<file path="src/rtl/mem_arbiter_pkg.sv">
// Shared types for the core memory-port arbiter: bus records, FSM states and
// the arbiter register record with its reset value.
package mem_arbiter_pkg;

  typedef struct packed {
    logic        mem_valid;
    logic        mem_fence;
    logic        mem_spec;
    logic        mem_instr;
    logic [31:0] mem_addr;
    logic [31:0] mem_wdata;
    logic [3:0]  mem_wstrb;
  } mem_in_type;

  typedef struct packed {
    logic        mem_ready;
    logic [31:0] mem_rdata;
  } mem_out_type;

  typedef enum logic [1:0] {
    IDLE   = 2'd0,
    BUSY_I = 2'd1,
    BUSY_D = 2'd2
  } arb_state_type;

  localparam int MAX_DSTREAK_DEFAULT = 4;
  localparam int STREAK_W            = 4;

  localparam mem_in_type  MEM_IN_INIT  = '0;
  localparam mem_out_type MEM_OUT_INIT = '0;

  // ibuf/dbuf hold captured requests; req is the registered image driven onto the memory port.
  typedef struct packed {
    arb_state_type         state;
    logic                  pend_i;
    logic                  pend_d;
    logic                  kill;
    logic [STREAK_W-1:0]   streak;
    mem_in_type            ibuf;
    mem_in_type            dbuf;
    mem_in_type            req;
  } arb_reg_type;

  localparam arb_reg_type ARB_REG_INIT = '{
    state:  IDLE,
    pend_i: 1'b0,
    pend_d: 1'b0,
    kill:   1'b0,
    streak: '0,
    ibuf:   MEM_IN_INIT,
    dbuf:   MEM_IN_INIT,
    req:    MEM_IN_INIT
  };

  function automatic logic [STREAK_W-1:0] streak_inc(input logic [STREAK_W-1:0] s);
    return (s == '1) ? s : s + 1'b1;
  endfunction

endpackage

</file>
<file path="src/rtl/mem_arbiter.sv">
// Arbitrates the single core memory port between instruction fetch and the LSU,
// one transaction outstanding, data-first with a bounded instruction starvation guard.
module mem_arbiter
  import mem_arbiter_pkg::*;
#(
  parameter int MAX_DSTREAK = MAX_DSTREAK_DEFAULT
) (
  input  logic        reset,
  input  logic        clock,
  input  mem_in_type  imem_in,
  output mem_out_type imem_out,
  input  mem_in_type  dmem_in,
  output mem_out_type dmem_out,
  output mem_in_type  mem_in,
  input  mem_out_type mem_out
);

  localparam logic [STREAK_W-1:0] STREAK_LIMIT = STREAK_W'(MAX_DSTREAK);

  arb_reg_type r;
  arb_reg_type rin;
  logic        grant_i;
  logic        grant_d;

  always_ff @(posedge clock or negedge reset) begin
    if (!reset) begin
      r <= ARB_REG_INIT;
    end else begin
      r <= rin;
    end
  end

  always_comb begin
    rin     = r;
    grant_i = 1'b0;
    grant_d = 1'b0;

    unique case (r.state)
      IDLE: begin
        if (r.pend_i && r.pend_d) begin
          if (r.streak >= STREAK_LIMIT) begin
            grant_i = 1'b1;
          end else begin
            grant_d = 1'b1;
          end
        end else if (r.pend_d) begin
          grant_d = 1'b1;
        end else if (r.pend_i) begin
          grant_i = 1'b1;
        end
      end
      BUSY_I: begin
        // A redirect that coincides with the return is too late to kill it.
        if (mem_out.mem_ready) begin
          rin.state = IDLE;
          rin.kill  = 1'b0;
          rin.req   = MEM_IN_INIT;
        end else if (imem_in.mem_valid && imem_in.mem_spec) begin
          rin.kill = 1'b1;
        end
      end
      BUSY_D: begin
        if (mem_out.mem_ready) begin
          rin.state = IDLE;
          rin.req   = MEM_IN_INIT;
        end
      end
      default: begin
        rin = ARB_REG_INIT;
      end
    endcase

    if (grant_i) begin
      rin.state         = BUSY_I;
      rin.pend_i        = 1'b0;
      rin.streak        = '0;
      rin.req           = r.ibuf;
      rin.req.mem_valid = 1'b1;
    end

    if (grant_d) begin
      rin.state         = BUSY_D;
      rin.pend_d        = 1'b0;
      rin.streak        = r.pend_i ? streak_inc(r.streak) : '0;
      rin.req           = r.dbuf;
      rin.req.mem_valid = 1'b1;
    end

    // Capture after grant so a request arriving on the grant edge waits one cycle.
    if (imem_in.mem_valid) begin
      rin.pend_i = 1'b1;
      rin.ibuf   = imem_in;
    end

    if (dmem_in.mem_valid) begin
      rin.pend_d = 1'b1;
      rin.dbuf   = dmem_in;
    end
  end

  always_comb begin
    mem_in   = r.req;
    imem_out = MEM_OUT_INIT;
    dmem_out = MEM_OUT_INIT;
    if ((r.state == BUSY_I) && mem_out.mem_ready && !r.kill) begin
      imem_out = mem_out;
    end
    if ((r.state == BUSY_D) && mem_out.mem_ready) begin
      dmem_out = mem_out;
    end
  end

endmodule

</file>
<file path="config.mk">
export PLATFORM = sky130hd
export DESIGN_NAME = mem_arbiter
export DESIGN_NICKNAME = d
export VERILOG_FILES = /design/src/rtl/mem_arbiter_pkg.sv /design/src/rtl/mem_arbiter.sv
export SDC_FILE = /design/constraint.sdc
export NUM_CORES = 1
export LEC_CHECK = 0
export ABC_CLOCK_PERIOD_IN_PS = 4450
export CORE_ASPECT_RATIO = 1.1
export CORE_MARGIN = 2
export CORE_UTILIZATION = 30
export DETAILED_ROUTE_END_ITERATION = 16
export GPL_ROUTABILITY_DRIVEN = 0
export PLACE_DENSITY_LB_ADDON = 0.08
export SETUP_SLACK_MARGIN = 0.05
export SKIP_CTS_REPAIR_TIMING = 1
export SYNTH_ARGS = -nofsm -noshare
export SYNTH_HDL_FRONTEND = slang
export SYNTH_SLANG_ARGS = --single-unit
export TNS_END_PERCENT = 20
</file>
<file path="constraint.sdc">
create_clock -name clock -period 4.45 [get_ports clock]
set_input_delay 1.335 -clock clock [delete_from_list [all_inputs] [get_ports clock]]
set_output_delay 1.335 -clock clock [all_outputs]
set_load 0.01 [all_outputs]
</file>
# ---- Word level (Yosys, flattened, before mapping)
# Cells that the tools add are included.
dict set report word_totals {
  register_bits 223
  elab_cells 85
  out_inout_bits 138
  in_bits 179
}
dict set report classes {
  n_lt_le_gt_ge 1
  bitwise 1
  n_reduce_logical 13
  eq_ne 12
  muxes 33
  n_addsub 1
}
# operator count
set op_table {}
lappend op_table {{$mux 72} 3}
lappend op_table {{$mux 148} 1}
lappend op_table {{$pmux 72 s2} 1}
lappend op_table {{$mux 71} 2}
lappend op_table {{$mux 33} 2}
lappend op_table {{$mux 4} 4}
lappend op_table {{$mux 1} 14}
lappend op_table {{$ne 3x1->1 const B} 3}
lappend op_table {{$ne 3x3->1 const B} 3}
lappend op_table {{$mux 2} 3}
lappend op_table {{$reduce_and 2->1} 3}
lappend op_table {{$logic_and 1x1->1} 5}
lappend op_table {{$add 4x1->4 const B} 1}
lappend op_table {{$eq 4x4->1 const B} 1}
lappend op_table {{$ge 4x3->1 const B} 1}
lappend op_table {{$ne 2x1->1 const B} 2}
lappend op_table {{$ne 4x1->1 const B} 1}
lappend op_table {{$pmux 2 s2} 1}
lappend op_table {{$reduce_or 2->1} 2}
lappend op_table {{$mux 3} 1}
lappend op_table {{$reduce_or 3->1} 1}
lappend op_table {{$eq 2x1->1 const B} 1}
lappend op_table {{$eq 2x2->1 const B} 1}
lappend op_table {{$logic_not 2->1} 1}
lappend op_table {{other kinds (3)} 3}

# ---- Longest topological paths before layout
dict set report depth {
  word_depth 6
  mapped_depth 8
  ltp_nobuf 5
}

# ---- Least setup slack after synthesis
# No wires, ideal clock.
dict set report synth_path {
  kind {input port to output port}
  start {input port mem_out[32] (netlist name)}
  end {output port imem_out[23] (netlist name)}
  path_stages 5
  n_path_buf 2
  slack_ps 899
  t_arrival_ps 2216
  required_ps 3115
  cell_sequence {buf_2 -> nand2_1 -> nor2_1 -> clkbuf_1 -> and2_1}
}
# element line_no
set synth_rtl {}
lappend synth_rtl {{from (decl)} mem_arbiter.sv:15} ;# input mem_out_type mem_out
lappend synth_rtl {{to (decl)} mem_arbiter.sv:11} ;# output mem_out_type imem_out,

==> results.json <==
{
  "cap_violations": 0,
  "fmax_mhz": 235,
  "io_buffers": 316,
  "grt_busiest_layer": "met2",
  "synth_top_area_share": 0.531,
  "fin_crit_sh": 0.955,
  "hold_class": "reg2reg",
  "rows": 71,
  "seq_area_um2": 5580,
  "avgViaCountPerCell": 4.84,
  "totalWireLength_mm": 32.7,
  "met3_usage": 0.0433,
  "hold_depth": 1,
  "fin_total_pwr_mw": 7.59,
  "worstPathRequired_ns": 3.12,
  "startpoint_type": "input pin",
  "ys_async_sr_fraction": 1.00,
  "final_cells": 1718,
  "drc_errors": 0,
  "grt_max_degree": 118,
  "grt_usage": 0.176,
  "reg2reg_slack_ns": 1.90,
  "die-area_um2": 36600,
  "skew_ns": 0.0265,
  "area_growth_pct": 37.0,
  "synth-edff-count": 0,
  "maxSlewViolCount": 0,
  "hold_violations": 0,
  "fp.dieW_um": 182,
  "grt_pass1_vias": 8866,
  "numCtsBuffers": 26,
  "rr_worst_depth": 6,
  "yosysSeqAreaShare": 0.531,
  "drive_gt1_frac": 0.0579,
  "clock_sinks": 223,
  "syn_area_um2": 10500,
  "fin_nets": 1442,
  "synth.net_count": 1245,
  "worst_pin_slew_ns": 0.926,
  "grt_pass1_wl_mm": 51.3,
  "htreeDepth": 1,
  "core_area_um2": 34400,
  "ios": 317,
  "setup.worst_path.start": "mem_out[32]",
  "rsz0062_at_grt": "no",
  "synth_ff_type": "dfrtp_1",
  "clk_latency_ns": 0.54,
  "synth_cell_types": 28,
  "path_clk_slew_ns": 0.06,
  "vias": 8314,
  "fill_cells": 3406,
  "dpl.hpwl_mm": 20.7,
  "max-slew-margin-rel": 0.381,
  "dr.pass1.iters": 4,
  "status": "finished, final reports clean",
  "final_antenna_net_count": 0,
  "final.setup.tns_ns": 0,
  "dp.cells": 1668,
  "crit_arrival_ns": 2.91,
  "grt_util_met1": 0.229,
  "end_kind": "primary output",
  "avgSynthCellArea_um2": 9.91,
  "min_period_ns": 4.25,
  "synth_cells": 1061,
  "yosysWarnings": 0,
  "routedWlPerCell_um": 19.1,
  "initial_utilization": 0.306,
  "fin_area_um2": 14400,
  "r2r-end": "mem_in[63]$_DFFE_PN0P_",
  "synth_area_leaders": "dfrtp_1 53%, nand2b_1 8.4%, o21ai_0 6.8%",
  "hold_start": "r[136]$_DFFE_PN0P_",
  "cts_buffer_depth": 3,
  "grt_util_met2": 0.295,
  "synth_top_area_cell": "dfrtp_1",
  "grt-ovfl-total": 0,
  "criticalPathCategory": "in2out",
  "multiInputGateArea_um2": 3990,
  "p_leak_nw": 6.43,
  "ys_seq_elements": 223,
  "timing.rr.start": "r[223]$_DFFE_PN0P_",
  "die_y_um": 200,
  "cts-root-buf": "clkbuf_16",
  "whs_endpoint": "mem_in[64]$_DFFE_PN0P_",
  "antenna_found_initial": 2,
  "cellPowerDensity_nw_per_um2": 527,
  "cts_tree": "built",
  "cp_max_fo": 33,
  "drt_iter0_markers": 431,
  "setup_violations": 0,
  "ir_drop_v": 0.000263,
  "place_area_um2": 13500
}
==> how the worst max path moves through the flow <==
stage	endpoint	cells after the start	slack [ns]
final	imem_out[10]	6	0.20
after global routing	imem_out[24]	6	0.07
after CTS	imem_out[24]	6	0.18
after detailed placement	imem_out[24]	6	0.18
after global placement	imem_out[10]	6	0.19
after floorplan	imem_out[23]	5	0.90
==> cells by family after synthesis <==
family,synth area share
AO/OA/AOI/OAI,0.145
AND/OR/NAND/NOR,0.225
buffers and inverters,0.0928
adder cells (fa/ha/maj),0.00595
flip-flops,0.531
multiplexers,0.00107
==> layer usage <==
layer / vias up / share of wire
met2: 250 / 0.47
met5: - / 0
met1: 4080 / 0.44
met3: 40 / 0.067
li1: 3944 / -
met4: 0 / 0.019
==> state kept, by name, summed over array words and instances (netlist names) <==
signal	cells
mem_in	72
r	151
==> critical path, stage by stage <==
cell and delay (ns):
clkdlybuf4s50_1 0.47, nand2_1 0.05, nor2_1 0.17, buf_12 0.19, and2_1 0.15, clkdlybuf4s50_1 0.53
==> Yosys cell counts, types with 2 or more instances <==
library cell / n
dfrtp_1: 223
nand2_1: 145
o21ai_0: 143
nand2b_1: 142
and3_1: 101
buf_4: 72
a221o_1: 71
clkbuf_1: 64
and2_1: 35
buf_2: 15
buf_6: 8
a21oi_1: 6
nor2_1: 6
ha_1: 5
buf_1: 4
inv_1: 4
a22o_1: 3
a31o_2: 2
and3_2: 2
nor2b_1: 2
==> report_power, final <==
part / leakage [nW] / switching, mW / internal (mW)
clock: 0.459 / 0.871 / 1.40
sequential: 2.81 / 0.258 / 2.46
combinational: 3.17 / 1.41 / 1.20
total: 6.43 / 2.54 / 5.06
==> cell type report <==
cell class,instances,area share
clock inverters,9,0.00938
flip-flops and latches,223,0.387
repair buffers,332,0.232
multi-input cells,671,0.277
well taps,438,0.0380
inverters,4,0.00104
diodes,2,0.000347
clock buffers,39,0.0548
==> stage by stage <==
stage,setup WS [ns],util,hold WS (ns)
after floorplan,0.899,-,0.458
after global placement,0.193,0.392,0.481
after detailed placement,0.185,0.392,0.493
after CTS,0.183,0.419,0.499
after global routing,0.0723,0.419,0.511
final,0.200,0.419,0.498
==> placed cells by master, fill, tap and decap left out, drive strengths merged, types with 6 or more instances in the layout <==
cell type	count
dfrtp	223
clkdlybuf4s50	313
nand2	145
clkbuf	39
and3	103
a221o	71
and2	35
buf	19
nand2b	142
a21oi	6
o21ai	143
nor2	6
(Power assumes the default switching activity.)
